[src/rtl/serial_adder_ctrl.sv]
// Serial add/subtract controller.
// Drives one 1-bit full-adder slice over WIDTH clock cycles, LSB first,
// to produce a WIDTH-bit sum/difference with carry-out and two's-complement
// overflow. The result registers change only when an operation completes,
// so a reader never observes a partially built result.

// ---------------------------------------------------------------------------
// 1-bit full-adder cell (the shared slice the controller sequences)
// ---------------------------------------------------------------------------
module full_adder_cell (
   input  logic x_i,
   input  logic y_i,
   input  logic c_i,
   output logic s_o,
   output logic c_o
);

   // Sum and carry of three 1-bit inputs
   always_comb begin
      s_o = x_i ^ y_i ^ c_i;
      c_o = (x_i & y_i) | (c_i & (x_i ^ y_i));
   end

endmodule : full_adder_cell

// ---------------------------------------------------------------------------
// Controller
// ---------------------------------------------------------------------------
module serial_adder_ctrl #(
   parameter int unsigned WIDTH = 8   // legal range 2..32
) (
   input  logic             clk,
   input  logic             rst_n,
   input  logic             start,
   input  logic             sub,
   input  logic [WIDTH-1:0] a,
   input  logic [WIDTH-1:0] b,
   input  logic             c_in,
   output logic             busy,
   output logic             done,
   output logic [WIDTH-1:0] sum,
   output logic             c_out,
   output logic             overflow
);

   localparam int unsigned     CNT_W    = $clog2(WIDTH);
   localparam logic [CNT_W-1:0] LAST_BIT = CNT_W'(WIDTH - 1);

   // 2'b11 is never entered; the default branch sends it back to IDLE.
   typedef enum logic [1:0] {
      ST_IDLE = 2'b00,
      ST_RUN  = 2'b01,
      ST_DONE = 2'b10
   } state_e;

   // ------------------------------------------------------------------
   // State and datapath registers
   // ------------------------------------------------------------------
   state_e           state_q,  state_d;
   logic [WIDTH-1:0] op_a_q,   op_a_d;     // operand A, shifts right
   logic [WIDTH-1:0] op_b_q,   op_b_d;     // operand B (or ~B), shifts right
   logic [WIDTH-2:0] res_q,    res_d;      // low result bits built so far
   logic             carry_q,  carry_d;    // carry into the current bit
   logic [CNT_W-1:0] cnt_q,    cnt_d;      // index of the bit being processed

   // Registered outputs
   logic             busy_q,   busy_d;
   logic             done_q,   done_d;
   logic [WIDTH-1:0] sum_q,    sum_d;
   logic             c_out_q,  c_out_d;
   logic             ovf_q,    ovf_d;

   // ------------------------------------------------------------------
   // Slice connection
   // ------------------------------------------------------------------
   logic             slice_s;
   logic             slice_c;
   logic [WIDTH-1:0] res_full;             // result including this cycle's bit

   full_adder_cell u_slice (
      .x_i (op_a_q[0]),
      .y_i (op_b_q[0]),
      .c_i (carry_q),
      .s_o (slice_s),
      .c_o (slice_c)
   );

   assign res_full = {slice_s, res_q};

   // ------------------------------------------------------------------
   // Next-state logic: operation acceptance, bit sequencing, completion
   // ------------------------------------------------------------------
   always_comb begin
      // NOTE: every _d starts from its _q so no path leaves a signal
      // unassigned; an unassigned path in always_comb infers a latch.
      state_d = state_q;
      op_a_d  = op_a_q;
      op_b_d  = op_b_q;
      res_d   = res_q;
      carry_d = carry_q;
      cnt_d   = cnt_q;
      busy_d  = busy_q;
      done_d  = done_q;
      sum_d   = sum_q;
      c_out_d = c_out_q;
      ovf_d   = ovf_q;

      case (state_q)
         ST_IDLE, ST_DONE: begin
            done_d = 1'b0;
            if (start) begin
               // Subtraction is a + ~b + 1, so the carry FF supplies the +1
               state_d = ST_RUN;
               busy_d  = 1'b1;
               op_a_d  = a;
               op_b_d  = sub ? ~b : b;
               carry_d = sub ? 1'b1 : c_in;
               cnt_d   = '0;
            end else begin
               state_d = ST_IDLE;
            end
         end

         ST_RUN: begin
            // One bit per cycle; start is deliberately ignored here
            op_a_d  = {1'b0, op_a_q[WIDTH-1:1]};
            op_b_d  = {1'b0, op_b_q[WIDTH-1:1]};
            res_d   = res_full[WIDTH-1:1];
            carry_d = slice_c;
            cnt_d   = cnt_q + 1'b1;
            if (cnt_q == LAST_BIT) begin
               // carry_q is the carry into the MSB at this point
               state_d = ST_DONE;
               busy_d  = 1'b0;
               done_d  = 1'b1;
               sum_d   = res_full;
               c_out_d = slice_c;
               ovf_d   = carry_q ^ slice_c;
               cnt_d   = '0;
            end
         end

         default: begin
            state_d = ST_IDLE;
            busy_d  = 1'b0;
            done_d  = 1'b0;
         end
      endcase
   end

   // ------------------------------------------------------------------
   // State register with asynchronous active-low reset
   // ------------------------------------------------------------------
   always_ff @(posedge clk or negedge rst_n) begin
      // NOTE: non-blocking assignments keep every flop sampling the values
      // from before the edge, independent of statement order.
      if (!rst_n) begin
         state_q <= ST_IDLE;
         op_a_q  <= '0;
         op_b_q  <= '0;
         res_q   <= '0;
         carry_q <= 1'b0;
         cnt_q   <= '0;
         busy_q  <= 1'b0;
         done_q  <= 1'b0;
         sum_q   <= '0;
         c_out_q <= 1'b0;
         ovf_q   <= 1'b0;
      end else begin
         state_q <= state_d;
         op_a_q  <= op_a_d;
         op_b_q  <= op_b_d;
         res_q   <= res_d;
         carry_q <= carry_d;
         cnt_q   <= cnt_d;
         busy_q  <= busy_d;
         done_q  <= done_d;
         sum_q   <= sum_d;
         c_out_q <= c_out_d;
         ovf_q   <= ovf_d;
      end
   end

   assign busy     = busy_q;
   assign done     = done_q;
   assign sum      = sum_q;
   assign c_out    = c_out_q;
   assign overflow = ovf_q;

endmodule : serial_adder_ctrl

[config.mk]
export PLATFORM = sky130hd
export DESIGN_NAME = serial_adder_ctrl
export DESIGN_NICKNAME = d
export VERILOG_FILES = /design/src/rtl/serial_adder_ctrl.sv
export SDC_FILE = /design/constraint.sdc
export NUM_CORES = 1
export LEC_CHECK = 0
export CAP_MARGIN = 20
export CORE_UTILIZATION = 30
export CTS_CLUSTER_DIAMETER = 40
export DETAILED_ROUTE_END_ITERATION = 6
export GPL_ROUTABILITY_DRIVEN = 0
export REMOVE_ABC_BUFFERS = 1
export SLEW_MARGIN = 40
export SYNTH_ARGS = -nofsm -noshare
export SYNTH_HDL_FRONTEND = slang
export SYNTH_SLANG_ARGS = --single-unit
export TNS_END_PERCENT = 50
[constraint.sdc]
create_clock -name clk -period 1.93 [get_ports clk]
set_clock_uncertainty 0.2 [all_clocks]
set_input_delay 0.579 -clock clk [delete_from_list [all_inputs] [get_ports clk]]
set_output_delay 0.579 -clock clk [all_outputs]
set_load 0.02 [all_outputs]
-- After elaboration in Yosys (flattened, before gate mapping)
Index checks and enable logic that the tools add are counted.
- output and inout port bits: 12
- input bits: 21
- bits in registers: 41
- word-level logic and storage cells: 49
- equal/unequal tests: 5
- bitwise logic cells: 7
- add/subtract/negate cells: 1
- reduce and logical (&&, ||, !) cells: 6
- muxes and demuxes: 19
- operator list (cell ; number):
    case mux 8 bit (2 select lines) ; 2
    2-to-1 mux 8 bit ; 3
    inverter 8 bit ; 1
    2-to-1 mux 1 bit ; 7
    2-to-1 mux 3 bit ; 2
    case mux 3 bit (2 select lines) ; 1
    AND reduction 2 bit ; 3
    != test 2 bit, second input constant ; 2
    case mux 1 bit (2 select lines) ; 2
    case mux 2 bit (2 select lines) ; 1
    adder 3 x 1 -> 3 bit, second input constant ; 1
    == test 3 bit, second input constant ; 1
    XOR 1 bit ; 3
    AND 1 bit ; 2
    == test 2 x 1 -> 1 bit, second input constant ; 1
    == test 2 bit, second input constant ; 1
    zero test 2 bit ; 1
    2-to-1 mux 2 bit ; 1
    nonzero test 2 bit ; 1
    OR reduction 2 bit ; 1
    bitwise OR 1 bit ; 1

-- Depth between registers and ports, before layout
Gate-level depths: netlist (run 1).
- depth after elaboration: 4
- gate-level depth with buffers: 6

-- Modules after synthesis
Synthesis (run 1) repeated with hierarchy kept, for this count alone.
- cell total of the unflattened synthesis: 154
- area total of the unflattened synthesis: 1766.7 um^2
- modules (own cells, without submodules) (module ; cells each ; instances ; area an instance (um^2)):
    serial_adder_ctrl ; 153 ; 1 ; 1746.7
    full_adder_cell ; 1 ; 1 ; 20.0

-- Worst setup path after synthesis (run 1)
No wires, ideal clock.
- path type: reg-to-reg
- start: reg cnt_q[0]
- end: reg c_out_q, in the netlist c_out
- buffers on the path: 1
- arrival: 1461 ps
- library setup time: 125 ps
- stages on the path, launching flop included: 6
- data required time: 1605 ps
- slack: 144 ps
- clock period less this slack: 1786 ps
- path through: dfrtp_1 > ha_1 > ha_1 > nand3b_1 > buf_2 > mux2_2
- cells in the longest elaborated chain, start to end: 2
- ends and longest elaborated chain (element ; line ; text):
    start: declaration ; 64 ; logic [CNT_W-1:0] cnt_q, cnt_d;
    start signal: assignment ; 175 ; cnt_q <= cnt_d;
    == test 3 bit ; 131 ; if (cnt_q == LAST_BIT) begin
    AND reduction 2 bit (no line) ; n/a ;
    end signal: assignment ; 179 ; c_out_q <= c_out_d;
    end: declaration ; 70 ; logic c_out_q, c_out_d;
No other way between the ends.
A chain may end at the register's enable or synchronous reset.

-- Worst setup path after layout (run 1)
- start: in start
- end: reg op_b_q[3]
- cells in the longest elaborated chain, start to end: 2
- ends and longest elaborated chain (element ; line ; text):
    start: declaration ; 34 ; input logic start,
    != test 2 bit (no line) ; n/a ;
    AND reduction 2 bit (no line) ; n/a ;
    end signal: assignment ; 172 ; op_b_q <= op_b_d;
    end: declaration ; 61 ; logic [WIDTH-1:0] op_b_q, op_b_d;
No other way between the ends.

==> results of run 1 <==
-- worst max-delay path: stages --
cell and delay, ps:
sky130_fd_sc_hd__clkdlybuf4s50_1 470, sky130_fd_sc_hd__nor2b_1 200, sky130_fd_sc_hd__nor2_2 70, sky130_fd_sc_hd__buf_12 140, sky130_fd_sc_hd__a221o_1 290
-- cells in the final DEF (no fill, tap or decap), types with 2 or more instances in the layout --
cell type / n
sky130_fd_sc_hd__dfrtp_1: 41
sky130_fd_sc_hd__nand2_1: 30
sky130_fd_sc_hd__clkdlybuf4s50_1: 19
sky130_fd_sc_hd__nor2_1: 13
sky130_fd_sc_hd__dlygate4sd2_1: 12
sky130_fd_sc_hd__mux2_2: 9
sky130_fd_sc_hd__buf_4: 9
sky130_fd_sc_hd__xnor2_1: 8
sky130_fd_sc_hd__a221o_1: 8
sky130_fd_sc_hd__a22oi_1: 7
sky130_fd_sc_hd__nand3_1: 7
sky130_fd_sc_hd__clkbuf_8: 6
sky130_fd_sc_hd__a22o_1: 4
sky130_fd_sc_hd__buf_12: 4
sky130_fd_sc_hd__o21ai_0: 2
sky130_fd_sc_hd__ha_1: 2
-- path summary, 6_finish.rpt --
path,endpoint,depth (start not counted)
max reg2reg,sum[6]$_DFFE_PN0P_,5
min in group clk,res_q[0]$_DFFE_PN0N_,2
min reg2reg,res_q[0]$_DFFE_PN0N_,2
max in group asynchronous,op_b_q[5]$_DFFE_PN0P_,2
min,sum[1]$_DFFE_PN0P_,2
max,op_b_q[3]$_DFFE_PN0P_,5
-- cell families (layout without fill, tap and decap cells) --
| group | count (synthesis) | after routing |
|---|---|---|
| compound gates | 23 | 23 |
| xor+xnor | 9 | 9 |
| fa+ha+maj | 3 | 3 |
| buf+inv | 12 | 53 |
| flops | 41 | 41 |
| mux | 9 | 9 |
| simple gates | 57 | 57 |
-- state kept, by name, indices dropped and copies added (netlist names) --
name      flops
carry_q       1
sum           8
busy          1
state_q       2
res_q         7
overflow      1
done          1
op_a_q        8
c_out         1
cnt_q         3
op_b_q        8
-- layer usage --
layer | track usage (%) | wire (um) | vias up
met3 | 4.02 | 147 | 4
met5 | 0 | 0 | -
met2 | 18.4 | 1470 | 37
li1 | - | - | 606
met1 | 14.2 | 1540 | 596
met4 | 4.63 | 39 | 0
-- report_power, final --
part           leakage [nW]  total [mW]  switching (mW)  internal (mW)
registers             0.512        1.49           0.232           1.26
clock network        0.0443       0.547           0.263          0.283
logic                 0.553        1.48           0.737          0.743
total                  1.11        3.52            1.23           2.28
-- area by class of cell --
cell class / count / area (um^2) / area share (%)
Clock buffer: 7 / 86.3 / 3.72
Inverter: 1 / 3.75 / 0.162
Multi-Input combinational cell: 101 / 664 / 28.7
Sequential cell: 41 / 1030 / 44.3
Tap cell: 72 / 90.1 / 3.89
Timing Repair Buffer: 45 / 448 / 19.3
-- stage by stage --
stage	setup TNS, ps	cells	instance area [um^2]	util (%)
finish	0	267	2320	41.3
global route	0	267	2320	41.3
CTS	0	267	2320	41.3
detailed placement	-1810	260	2250	40.1
global placement	-1940	260	2250	40.1
floorplan	0	143	1690	-
==> impl_results.md, run 1 <==
- EDFF count, synth: 0
- Actual slew at the worst max-slew pin: ~570 ps
- Sum of internal, switching and leakage power: roughly 3.5 mW
- Core region area: about 0.0056 mm^2
- Status: finished, final reports clean
- Sequential element share of the synthesized area: 58.1%
- Worst EP arrival: 1760 ps
- Mux cell area share after synthesis: 5.74%
- Post-CTS Hold Buffers: 0
- First drt pass iteration count: 4
- Register-to-register path setup slack: 170 ps
- Die Area: roughly 0.0062 mm^2
- Unrepaired setup endpoints after global routing: no
- Maximum buffer depth of the clock tree: 2
- Initial standard-cell utilization of the core: 31.5%
- I/O pin total: 33
- Gate count of the mapped netlist: 154
- Mean Syn Cell Area: 11.5 um^2
- Number of warnings printed during yosys synthesis: 0
- Fraction of layout instances using a drive strength above 1: 15.9%
- Horizontal die dimension: between 70 and 80 um
- Post-layout min period: approximately 1800 ps
- Remaining DRCs: 0
- Y dimension of the die: around 79 um
- Global-route total usage across every layer: 11.5%
- Register clock-pin slew on the reported worst setup and hold paths: 70 ps
- Largest family of logic cells by synthesized area: simple AND/OR/NAND/NOR gates
- Largest net degree at the start of global routing: 42
- Total wire length after detailed routing: 3190 um
- Max-slew violations: 0
- Synth Flop Type: sky130_fd_sc_hd__dfrtp_1
- Final nets: between 200 and 250
- Pwr/cell area: 1520 mW/mm^2
- # Post-CTS Setup Buffers: 0
- Critical register-to-register path startpoint: cnt_q[0]$_DFFE_PN0P_
- Number of flip-flops and latches in the synthesized netlist: 41
- Cell with the most instances after synthesis: sky130_fd_sc_hd__dfrtp_1
- Dpl hpwl: 2230 um
- Worst hold slack across all endpoints: 52.7 ps
- Ratio of routed vias to standard cells: between 4 and 5
- Source-to-sink clock delay at the later pin of the worst-skew pair: between 200 and 300 ps
- Portion of synthesized cell area occupied by the leading cell type: 58.1%
- Yosys cell types: 26
- Final setup vio count: 0
- Worst-case headroom to the max-slew limit: 61.9%
- Crit. Startpoint: start
- Via count of the first global-routing pass: 1234
- Number of DRC violations after detailed-routing iteration 0: 32
- Wire length of the first global-routing pass: roughly 5500 um
- Portion of the clock cycle consumed by the worst path in the final layout: 93.0%
- Area growth from synthesis to layout: 31.2%
- Via count: 1243
- # resized after CTS: 12
- Clock sink count: 41
- Fill cell count: around 580
- Fraction of synthesized cell area in xor and xnor cells: approximately 4.5%
- Type of element launching the critical path: input pin
- Maximum VDD drop: 0.510 mV
- DRT antenna net count: 0
- Cts bufs inserted: 5
- Async set-reset flop share out of synthesis: 100%
- Detailed-route wire length per cell: 12.0 um
- Leading post-synthesis cells by instance count: sky130_fd_sc_hd__dfrtp_1, sky130_fd_sc_hd__nand2_1, sky130_fd_sc_hd__nor2_1
- Master cell of the clock root buffer: sky130_fd_sc_hd__clkbuf_8
- Maximum capacitance violations: 0
- Leading area contributor after synthesis: sky130_fd_sc_hd__dfrtp_1
- Worst setup slack before clock tree synthesis: -171 ps
- Port Buffer Count: 32
- Fmax achieved: approximately 560 MHz
- Endpoint kind of the worst setup timing path: flip-flop
- Synthesized area: 0.00177 mm^2
- Post-synthesis simple-gate area fraction: 14.1%
- Synthesized-area fraction occupied by ao, oa, aoi and oai cells: 10.8%
- Type of the tightest min-delay check: input pin to asynchronous set/reset pin
- Diodes inserted: 0
- Maximum fanout along the worst path: 13
- Setup WS post-layout: 136 ps
- Std cell rows: 27
- Antenna violations before repair: 0
- Max H-tree Level: 2
- WS Path Type: input pin to flip-flop
- GRT overflow: 0
- Top post-synthesis cells by area: sky130_fd_sc_hd__dfrtp_1, sky130_fd_sc_hd__nand2_1, sky130_fd_sc_hd__mux2_2
- Adder and majority gate portion of the synthesized area: 2.55%
- Leakage power: ~1.1 nW
- Clock tree from TritonCTS: yes
- Final hold violation count: 0
- Required @ worst endpoint: 1900 ps
Power figures use the tool's default switching activity.
==> inputs of run 2 (changes only) <==
Settings changed: SLEW_MARGIN 40 to unset.
==> results of run 2 <==
The final DEF is identical to that of run 1; final timing and power are the same.
